==> src/rtl/key_sw_io_device.sv <==
// Memory-mapped KEY/SW input responder: synchronizes and debounces both groups,
// keeps sticky Ready/Overrun/IE per group, and decodes CPU loads/stores.
module key_sw_io_device #(
  parameter int               DBITS           = 32,
  parameter logic [DBITS-1:0] ADDRKEY         = DBITS'(32'hF0000010),
  parameter logic [DBITS-1:0] ADDRSW          = DBITS'(32'hF0000014),
  parameter logic [DBITS-1:0] ADDRKCTRL       = DBITS'(32'hF0000110),
  parameter logic [DBITS-1:0] ADDRSCTRL       = DBITS'(32'hF0000114),
  parameter int               DEBOUNCE_CYCLES = 500000,
  parameter int               CNTBITS         = 20
) (
  input  logic             clk,
  input  logic             reset_n,
  input  logic [3:0]       KEY,
  input  logic [9:0]       SW,
  input  logic [DBITS-1:0] addr,
  input  logic [DBITS-1:0] wrdata,
  input  logic             we,
  input  logic             re,
  output logic [DBITS-1:0] rddata,
  output logic             hit,
  output logic             irq
);
  localparam logic [CNTBITS-1:0] CNT_LAST = CNTBITS'(DEBOUNCE_CYCLES - 1);

  // Group 0 is KEY (inverted, zero-extended to 10 bits), group 1 is SW.
  logic [9:0]         raw   [2];
  logic [9:0]         s1_q  [2];
  logic [9:0]         s2_q  [2];
  logic [9:0]         s3_q  [2];
  logic [9:0]         deb_q [2];
  logic [9:0]         deb_d [2];
  logic [CNTBITS-1:0] cnt_q [2];
  logic [CNTBITS-1:0] cnt_d [2];
  logic [1:0]         chg, rd_clr, ctrl_wr;
  logic [1:0]         rdy_q, rdy_d, ovr_q, ovr_d, ie_q, ie_d;
  logic               sel_kd, sel_sd, sel_kc, sel_sc;
  logic               unused_wrdata;

  assign raw[0] = {6'b0, ~KEY};
  assign raw[1] = SW;

  assign sel_kd  = (addr == ADDRKEY);
  assign sel_sd  = (addr == ADDRSW);
  assign sel_kc  = (addr == ADDRKCTRL);
  assign sel_sc  = (addr == ADDRSCTRL);
  assign hit     = sel_kd | sel_sd | sel_kc | sel_sc;
  assign rd_clr  = {re & sel_sd, re & sel_kd};
  assign ctrl_wr = {we & sel_sc, we & sel_kc};
  assign irq     = |(rdy_q & ie_q);
  assign unused_wrdata = ^{wrdata[DBITS-1:5], wrdata[3], wrdata[1:0]};

  always_comb begin
    chg   = '0;
    rdy_d = rdy_q;
    ovr_d = ovr_q;
    ie_d  = ie_q;
    for (int g = 0; g < 2; g++) begin
      deb_d[g] = deb_q[g];
      cnt_d[g] = cnt_q[g] + CNTBITS'(1);
      if (s2_q[g] == deb_q[g] || s2_q[g] != s3_q[g]) begin
        cnt_d[g] = '0;
      end else if (cnt_q[g] == CNT_LAST) begin
        deb_d[g] = s2_q[g];
        cnt_d[g] = '0;
        chg[g]   = 1'b1;
      end
      if (ctrl_wr[g]) begin
        ie_d[g] = wrdata[4];
        if (!wrdata[2]) ovr_d[g] = 1'b0;
      end
      // A landing change beats a same-edge read clear and then is not an overrun.
      if (chg[g]) begin
        rdy_d[g] = 1'b1;
        if (rdy_q[g] && !rd_clr[g]) ovr_d[g] = 1'b1;
      end else if (rd_clr[g]) begin
        rdy_d[g] = 1'b0;
      end
    end
  end

  always_comb begin
    rddata = '0;
    if (sel_kd)      rddata[9:0] = deb_q[0];
    else if (sel_sd) rddata[9:0] = deb_q[1];
    else if (sel_kc) rddata[4:0] = {ie_q[0], 1'b0, ovr_q[0], 1'b0, rdy_q[0]};
    else if (sel_sc) rddata[4:0] = {ie_q[1], 1'b0, ovr_q[1], 1'b0, rdy_q[1]};
  end

  always_ff @(posedge clk) begin
    if (!reset_n) begin
      for (int g = 0; g < 2; g++) begin
        s1_q[g]  <= '0;
        s2_q[g]  <= '0;
        s3_q[g]  <= '0;
        deb_q[g] <= '0;
        cnt_q[g] <= '0;
      end
      rdy_q <= '0;
      ovr_q <= '0;
      ie_q  <= '0;
    end else begin
      for (int g = 0; g < 2; g++) begin
        s1_q[g]  <= raw[g];
        s2_q[g]  <= s1_q[g];
        s3_q[g]  <= s2_q[g];
        deb_q[g] <= deb_d[g];
        cnt_q[g] <= cnt_d[g];
      end
      rdy_q <= rdy_d;
      ovr_q <= ovr_d;
      ie_q  <= ie_d;
    end
  end
endmodule

==> config.mk <==
export PLATFORM = sky130hd
export DESIGN_NAME = key_sw_io_device
export DESIGN_NICKNAME = d
export VERILOG_FILES = /design/src/rtl/key_sw_io_device.sv
export SDC_FILE = /design/constraint.sdc
export NUM_CORES = 1
export LEC_CHECK = 0
export BUFFER_PORTS_ARGS = -buffer_cell sky130_fd_sc_hd__buf_2
export CORE_ASPECT_RATIO = 1.1
export CORE_MARGIN = 2
export CORE_UTILIZATION = 54
export CTS_BUF_LIST = sky130_fd_sc_hd__clkbuf_8
export DETAILED_ROUTE_END_ITERATION = 16
export GPL_ROUTABILITY_DRIVEN = 0
export PLACE_DENSITY_LB_ADDON = 0.3
export SLEW_MARGIN = 0
export SYNTH_ARGS = -nofsm -noshare
export SYNTH_HDL_FRONTEND = slang
export SYNTH_SLANG_ARGS = --single-unit
export TNS_END_PERCENT = 20
==> constraint.sdc <==
create_clock -name clk -period 2 [get_ports clk]
set_input_delay 0.2 -clock clk [delete_from_list [all_inputs] [get_ports clk]]
set_output_delay 0.2 -clock clk [all_outputs]
set_load 0.01 [all_outputs]
# == Word-level counts from Yosys, hierarchy flattened ==
# Memories as Yosys holds them, arrays and structs flattened.
# Index checks and enable logic that the tools add are counted.
# word_totals
ramBits,120
ff_bits,6
mem_count,5
word_cells,91
# classes
n_eq_ne,10
muxes,41
reduce_logical,9
n_bitwise,19
add_sub_neg,2
# memory_table
name,words,word_bits,read_ports,rd_ports_with_merged_regs,write_ports,line_no,source
cnt_q,2,20,2,0,2,33,logic [CNTBITS-1:0] cnt_q [2];
deb_q,2,10,2,0,2,31,logic [9:0] deb_q [2];
s1_q,2,10,2,0,2,28,logic [9:0] s1_q [2];
s2_q,2,10,2,0,2,29,logic [9:0] s2_q [2];
s3_q,2,10,2,0,2,30,logic [9:0] s3_q [2];
# op_table
cell,n
$mux W10,13
$eq A32 B32 Y1 const B,4
$mux W20,6
$add A20 B1 Y20 const B,2
$eq A20 B19 Y1 const B,2
$eq A10 B10 Y1,2
$mux W5,4
$ne A10 B10 Y1,2
$mux W1,18
$or A1 B1 Y1,13
$and A1 B1 Y1,4
$not A4 Y4,1
$reduce_bool A2 Y1,2
$and A2 B2 Y2,1
$logic_and A1 B1 Y1,2
$logic_not A1 Y1,2
$logic_or A1 B1 Y1,2
$reduce_or A2 Y1,1

# == Logic depth before layout (Yosys ltp) ==
# Gate-level depths: netlist of run 1.
# logic_depth
word_depth,6
ltp_mapped,7
mapped_depth_nobuf,6

# == Worst setup path before layout of run 1 ==
# OpenSTA, ideal clock, no wires.
# synth_timing
kind,flip-flop to flip-flop
start,memory cnt_q[1][0] (netlist: cnt_q[0][20])
end,memory deb_q[1][0] (netlist: deb_q[0][10])
t_arrival_ns,1.568
setup_time_ns,0.121
n_path_buf,1
setup_slack_ns,0.311
path_stages_with_launch,8
path_cell_list,dfxtp_1 ha_1 and4_1 nand2_1 nor4_2 nand4b_1 buf_4 mux2i_1
# synth_lines
item,line_no
"start, declared",33
"end, declared",31

==> results of run 1 <==
sequential cells by signal (all words and copies together), names as in the netlist:
| name | cells |
|---|---|
| cnt_q | 40 |
| deb_q | 14 |
| s1_q | 14 |
| s2_q | 14 |
| s3_q | 14 |
| ie_q | 2 |
| ovr_q | 2 |
| rdy_q | 2 |
stage by stage:
stage	power, mW	std cells	TNS [ns]	hold WS [ns]
3_5_place_dp	2.34	641	0	0.358
6_report	3.54	663	0	0.0198
5_1_grt	3.69	663	-0.0257	0.00770
3_3_place_gp	2.33	641	0	0.355
4_1_cts	3.58	661	0	0.00561
2_1_floorplan	2.30	500	0	0.272
layer usage:
layer | vias to the layer above | routed length (microns) | GRT usage (%) | share of wire, %
met5 | - | 0 | 0 | 0
met3 | 11 | 264 | 4.55 | 3.2
li1 | 1676 | - | - | -
met4 | 0 | 136 | 7.34 | 1.7
met2 | 63 | 4060 | 31.7 | 50
met1 | 1501 | 3700 | 22.7 | 45
critical path, cell delays in order, from the launching register on:
cell and delay [ns]:
dfxtp_2 0.37, ha_2 0.21, and4_2 0.26, nand2_1 0.09, nor4_2 0.24, nand4b_1 0.16, buf_4 0.21, o31ai_2 0.22
cell usage in the layout, fill, tap and decap left out, types with 2 or more instances in the layout:
| cell | n |
|---|---|
| dfxtp_1 | 101 |
| buf_2 | 63 |
| nor2_1 | 59 |
| nand2_1 | 39 |
| xor2_1 | 35 |
| and2_1 | 31 |
| xnor2_1 | 28 |
| inv_1 | 23 |
| conb_1 | 22 |
| mux2i_1 | 18 |
| nand3_1 | 17 |
| nand4_1 | 15 |
| nor4_1 | 9 |
| nor2b_1 | 9 |
| clkbuf_8 | 9 |
| buf_4 | 8 |
| nor3_1 | 7 |
| and3_1 | 5 |
| dlygate4sd3_1 | 5 |
| and4_1 | 4 |
| o21ai_0 | 4 |
| nor4b_1 | 3 |
| nand3b_1 | 3 |
| nor4_2 | 3 |
| clkinv_4 | 3 |
| inv_8 | 3 |
| mux4_2 | 2 |
| nand4b_1 | 2 |
| o211ai_1 | 2 |
layout make-up:
| class | count | area (sq um) | area share (%) |
|---|---|---|---|
| repair buffers | 76 | 425 | 8.44 |
| clock buffers | 9 | 124 | 2.46 |
| clock inverters | 7 | 65.1 | 1.29 |
| inverters | 23 | 86.3 | 1.71 |
| multi-input cells | 338 | 2160 | 42.9 |
| well taps | 108 | 135 | 2.68 |
| flip-flops and latches | 102 | 2040 | 40.6 |
cell families (layout without fill, tap and decap cells):
family                   Yosys count  count (layout)  share of synthesized area, %
flip-flops                       102             102                          45.9
multiplexers                      21              21                          5.32
buffers and inverters             60             115                          7.43
AO/OA/AOI/OAI                     15              15                          2.42
adder cells (fa/ha/maj)            2               2                         0.563
XOR/XNOR                          63              63                          12.4
AND/OR/NAND/NOR                  215             215                          25.8
other                              1              22                        0.0844
power by group through the flow:
stage	combinational [mW]	sequential, mW	clock, mW
after floorplan	0.169	2.13	0
after global placement	0.197	2.13	0
after detailed placement	0.204	2.14	0
after CTS	0.211	2.09	1.28
after global routing	0.235	2.09	1.36
final	0.211	2.09	1.24
what timing repair did:
action	in CTS	in global routing
hold buffers	4	1
setup buffers	0	1
endpoints found under the hold margin	4	1
gates resized for setup	0	4
endpoints found under the setup margin	0	2
how the worst min path moves through the flow:
stage,from,endpoint,slack [ns],depth (start not counted)
floorplan,KEY[0],s1_q[0][0]$_SDFF_PN0_,0.27,1
global placement,KEY[3],s1_q[0][3]$_SDFF_PN0_,0.35,2
detailed placement,KEY[1],s1_q[0][1]$_SDFF_PN0_,0.36,2
CTS,SW[6],s1_q[0][16]$_SDFF_PN0_,0.006,2
global route,SW[6],s1_q[0][16]$_SDFF_PN0_,0.008,2
finish,SW[7],s1_q[0][17]$_SDFF_PN0_,0.02,2
==> results.cfg, run 1 <==
[yosys]
ys_seq_area_share_pct = 45.9
netlist_area_sq_um = 4440
synth_edf_count = 0
synth_ff_type = dfxtp_1
postSynthAreaPerCell_sq_um = 9.28
synthCells = 479
ys_ff_latch = 102
yosysMostFrequentCell = dfxtp_1
ys_types = 46
synth.top_cell.area_share_pct = 45.9
synth-async-reset-ratio_pct = 0
yosysWarnings = 0
synthTopCellsByCount = dfxtp_1, nor2_1, nand2_1
ys_top_cells_by_area = dfxtp_1, xor2_1, xnor2_1, nor2_1, and2_1
synth.largest_area_cell = dfxtp_1

[pwr]
clock_power_share_pct = 35.0
p_sw_share_pct = 25.2
seqPwrFrac_pct = 59.0
p_comb_share_pct = 6.0
irDropWorstVdd_mv = 0.537
power.switching_mw = 0.891
p_per_area_nw_per_um2 = 702
power_leakage_nw = 2.12
p_int_mw = 2.65

[worst_setup_path]
cp-end-kind = flip-flop
r2r-end = ovr_q[1]$_SDFF_PN0_
rrSetupSlack_ns = 0.16
endpoint = ovr_q[1]$_SDFF_PN0_
worstSetupPathType = flip-flop to flip-flop
reg2regPathDepth = 7
cp_max_fo = 7
crit_arrival_ns = 2.14
required_ns = 2.29
start_kind = flip-flop
r2r-start = cnt_q[0][20]$_SDFF_PP0_
cp-startpoint = cnt_q[0][20]$_SDFF_PP0_

[sta]
hold_viol_final = 0
setup_viol = 0
fin_crit_sh_pct = 92.2
rsz0062_at_grt = yes
clock_skew_ns = 0.0130
worstMarginPinSlew_ns = 0.622
worst_slack_ns = 0.157
layout_min_cycle_time_ns = 1.84
fmax_mhz = 543
relSlewSlack_pct = 58.1
maxSlewViolCount = 0

[cts]
clk_latency_ns = 0.37
worst_setup_hold_path_clk_slew_ns = 0.11
clockBufferDepth = 2
htree_levels = 3
root_buffer = clkbuf_8
cts_tree = yes
cts_buffers = 9
clock_sinks = 102

[die]
rows = 34
core_sq_um = 7960
ios = 116
die_x_microns = 90.5
die_area_sq_um = 8970
start_util_pct = 55.9
die_h_microns = 99.2

[finish]
final_core_util_pct = 63.3
fin_nets = 634
fillers = 689
areaGrowthSynthToFinish_pct = 13.4
final_layout_size_suffix_gt1_share_pct = 18.4
fin_area_sq_um = 5040
antennaDiodeCount = 0

[detailed_routing]
drtIter0Drc = 115
viasPerCell = 4.90
detail_route.first_pass.iterations = 4
drc = 0
routedWlPerCell_microns = 12.3
vias = 3251
drtAntennaViolNets = 0
drt-total-wl_microns = 8160

[placed_design]
place_area_sq_um = 4780
dp_slack_ns = 0.130
port_buffers = 63
dpl.hpwl_microns = 5880

[global_route]
grt_overflow = 0
grt_usage_pct = 18.6
grt_pass1_wl_microns = 13500
grt_pass1_vias = 3071
grt_max_degree = 55
antenna_found_initial = 0

[worst_hold_path]
hp-class = input port to flip-flop

[job]
cap_viol_max_count = 0

[run_status]
status = complete, no violations
(Power assumes the default switching activity.)
==> inputs of run 2 (changes only) <==
--- a/config.mk
+++ b/config.mk
@@ -12,7 +12,7 @@
 export CTS_BUF_LIST = sky130_fd_sc_hd__clkbuf_8
 export DETAILED_ROUTE_END_ITERATION = 16
 export GPL_ROUTABILITY_DRIVEN = 0
-export PLACE_DENSITY_LB_ADDON = 0.3
+export PLACE_DENSITY = 0.82
 export SLEW_MARGIN = 0
 export SYNTH_ARGS = -nofsm -noshare
 export SYNTH_HDL_FRONTEND = slang
==> results.cfg, run 2 (same netlist as run 1, synthesis figures left out) <==
[detailed_routing]
drt-total-wl_microns = 8190
drtIter0Drc = 179
routedWlPerCell_microns = 12.4
viasPerCell = 4.94
detail_route.first_pass.iterations = 5
drtAntennaViolNets = 0
vias = 3272
drc = 0

[finish]
areaGrowthSynthToFinish_pct = 13.2
largest_reg_flops = 40
antennaDiodeCount = 0
final_core_util_pct = 63.2
fin_area_sq_um = 5030
final_layout_size_suffix_gt1_share_pct = 18.2
final_cell_mix = dfxtp_1, buf_2, nor2_1
top_register = cnt_q
fin_nets = 634
final_common_cell = dfxtp_1

[global_route]
grt_overflow = 0
grt_pass1_wl_microns = 13600
grt_pass1_vias = 3092
grt_usage_pct = 18.6
grt_max_degree = 43
antenna_found_initial = 0

[die]
start_util_pct = 55.9
core_sq_um = 7960
die_h_microns = 99.2
ios = 116
rows = 34
die_area_sq_um = 8970
die_x_microns = 90.5

[sta]
fmax_mhz = 547
maxSlewViolCount = 0
relSlewSlack_pct = 57.3
layout_min_cycle_time_ns = 1.83
rsz0062_at_grt = no
whs_ns = 0.0240
fin_crit_sh_pct = 91.4
worstMarginPinSlew_ns = 0.635
clock_skew_ns = 0.0129
setup_viol = 0
hold_viol_final = 0
tns_ns = 0

[pwr]
p_per_area_nw_per_um2 = 704
p_comb_share_pct = 5.9
p_sw_share_pct = 25.2
power.switching_mw = 0.892
clock_power_share_pct = 35.1
irDropWorstVdd_mv = 0.497
seqPwrFrac_pct = 59.0
p_int_mw = 2.65
power_leakage_nw = 2.11
power.total_mw = 3.54

[cts]
cts_tree = yes
worst_setup_hold_path_clk_slew_ns = 0.10
clockBufferDepth = 2
clk_latency_ns = 0.37
root_buffer = clkbuf_8
cts_buffers = 9
clock_sinks = 102
htree_levels = 3

[worst_setup_path]
cp-end-kind = flip-flop
start_kind = flip-flop
crit_arrival_ns = 2.11
cp_max_fo = 8
required_ns = 2.29
worstSetupPathType = flip-flop to flip-flop

[run_status]
status = complete, no violations

[placed_design]
place_area_sq_um = 4790
port_buffers = 63
dpl.hpwl_microns = 6060

[worst_hold_path]
hp-class = input port to flip-flop

[job]
cap_viol_max_count = 0
run 2: final cells by class:
cell class | instances | area, sq um
inverter | 23 | 86.3
tap | 108 | 135
multi-input combinational | 338 | 2150
sequential | 102 | 2040
clock inverter | 7 | 65.1
timing repair buffer | 76 | 423
clock buffer | 9 | 124
fill | 652 | 2930
run 2: power by group through the flow:
stage	sequential, mW	combinational (mW)	clock (mW)
4_1_cts	2.09	0.209	1.27
3_3_place_gp	2.13	0.196	0
2_1_floorplan	2.13	0.169	0
6_report	2.09	0.208	1.24
3_5_place_dp	2.14	0.202	0
5_1_grt	2.09	0.233	1.36
run 2: final timing paths:
kind                                              start                 endpoint  slack (ns)  depth (start not counted)
worst max-delay path            cnt_q[0][21]$_SDFF_PP0_      ovr_q[1]$_SDFF_PN0_        0.17                          7
worst min-delay path                              SW[6]   s1_q[0][16]$_SDFF_PN0_        0.02                          2
worst max register to register  cnt_q[0][21]$_SDFF_PP0_      ovr_q[1]$_SDFF_PN0_        0.17                          7
worst min register to register  cnt_q[0][20]$_SDFF_PP0_  cnt_q[0][20]$_SDFF_PP0_        0.44                          1
run 2: repair_timing:
action,in CTS,in global routing
hold buffers,4,0
endpoints found under the setup margin,0,6
resized for setup,0,2
setup buffers,0,1
hold endpoints to repair,4,0
run 2: stage by stage:
stage | worst slack [ns] | cells
finish | 0.172 | 663
global route | 0.0132 | 663
CTS | 0.0312 | 662
detailed placement | 0.0813 | 642
global placement | 0.167 | 642
floorplan | 0.311 | 500
run 2: metal layers:
| metal | global-route usage, % | routed length [microns] |
|---|---|---|
| met5 | 0 | 0 |
| met4 | 6.39 | 146 |
| met3 | 4.62 | 302 |
| met2 | 32.1 | 4090 |
| met1 | 22.6 | 3650 |
run 2: critical path: stages, from the launching register on:
cell and delay [ns]:
dfxtp_1 0.37, ha_2 0.22, and4_1 0.20, nand2_1 0.09
nor4_2 0.24, nand4b_1 0.17, buf_4 0.22, o31ai_1 0.24
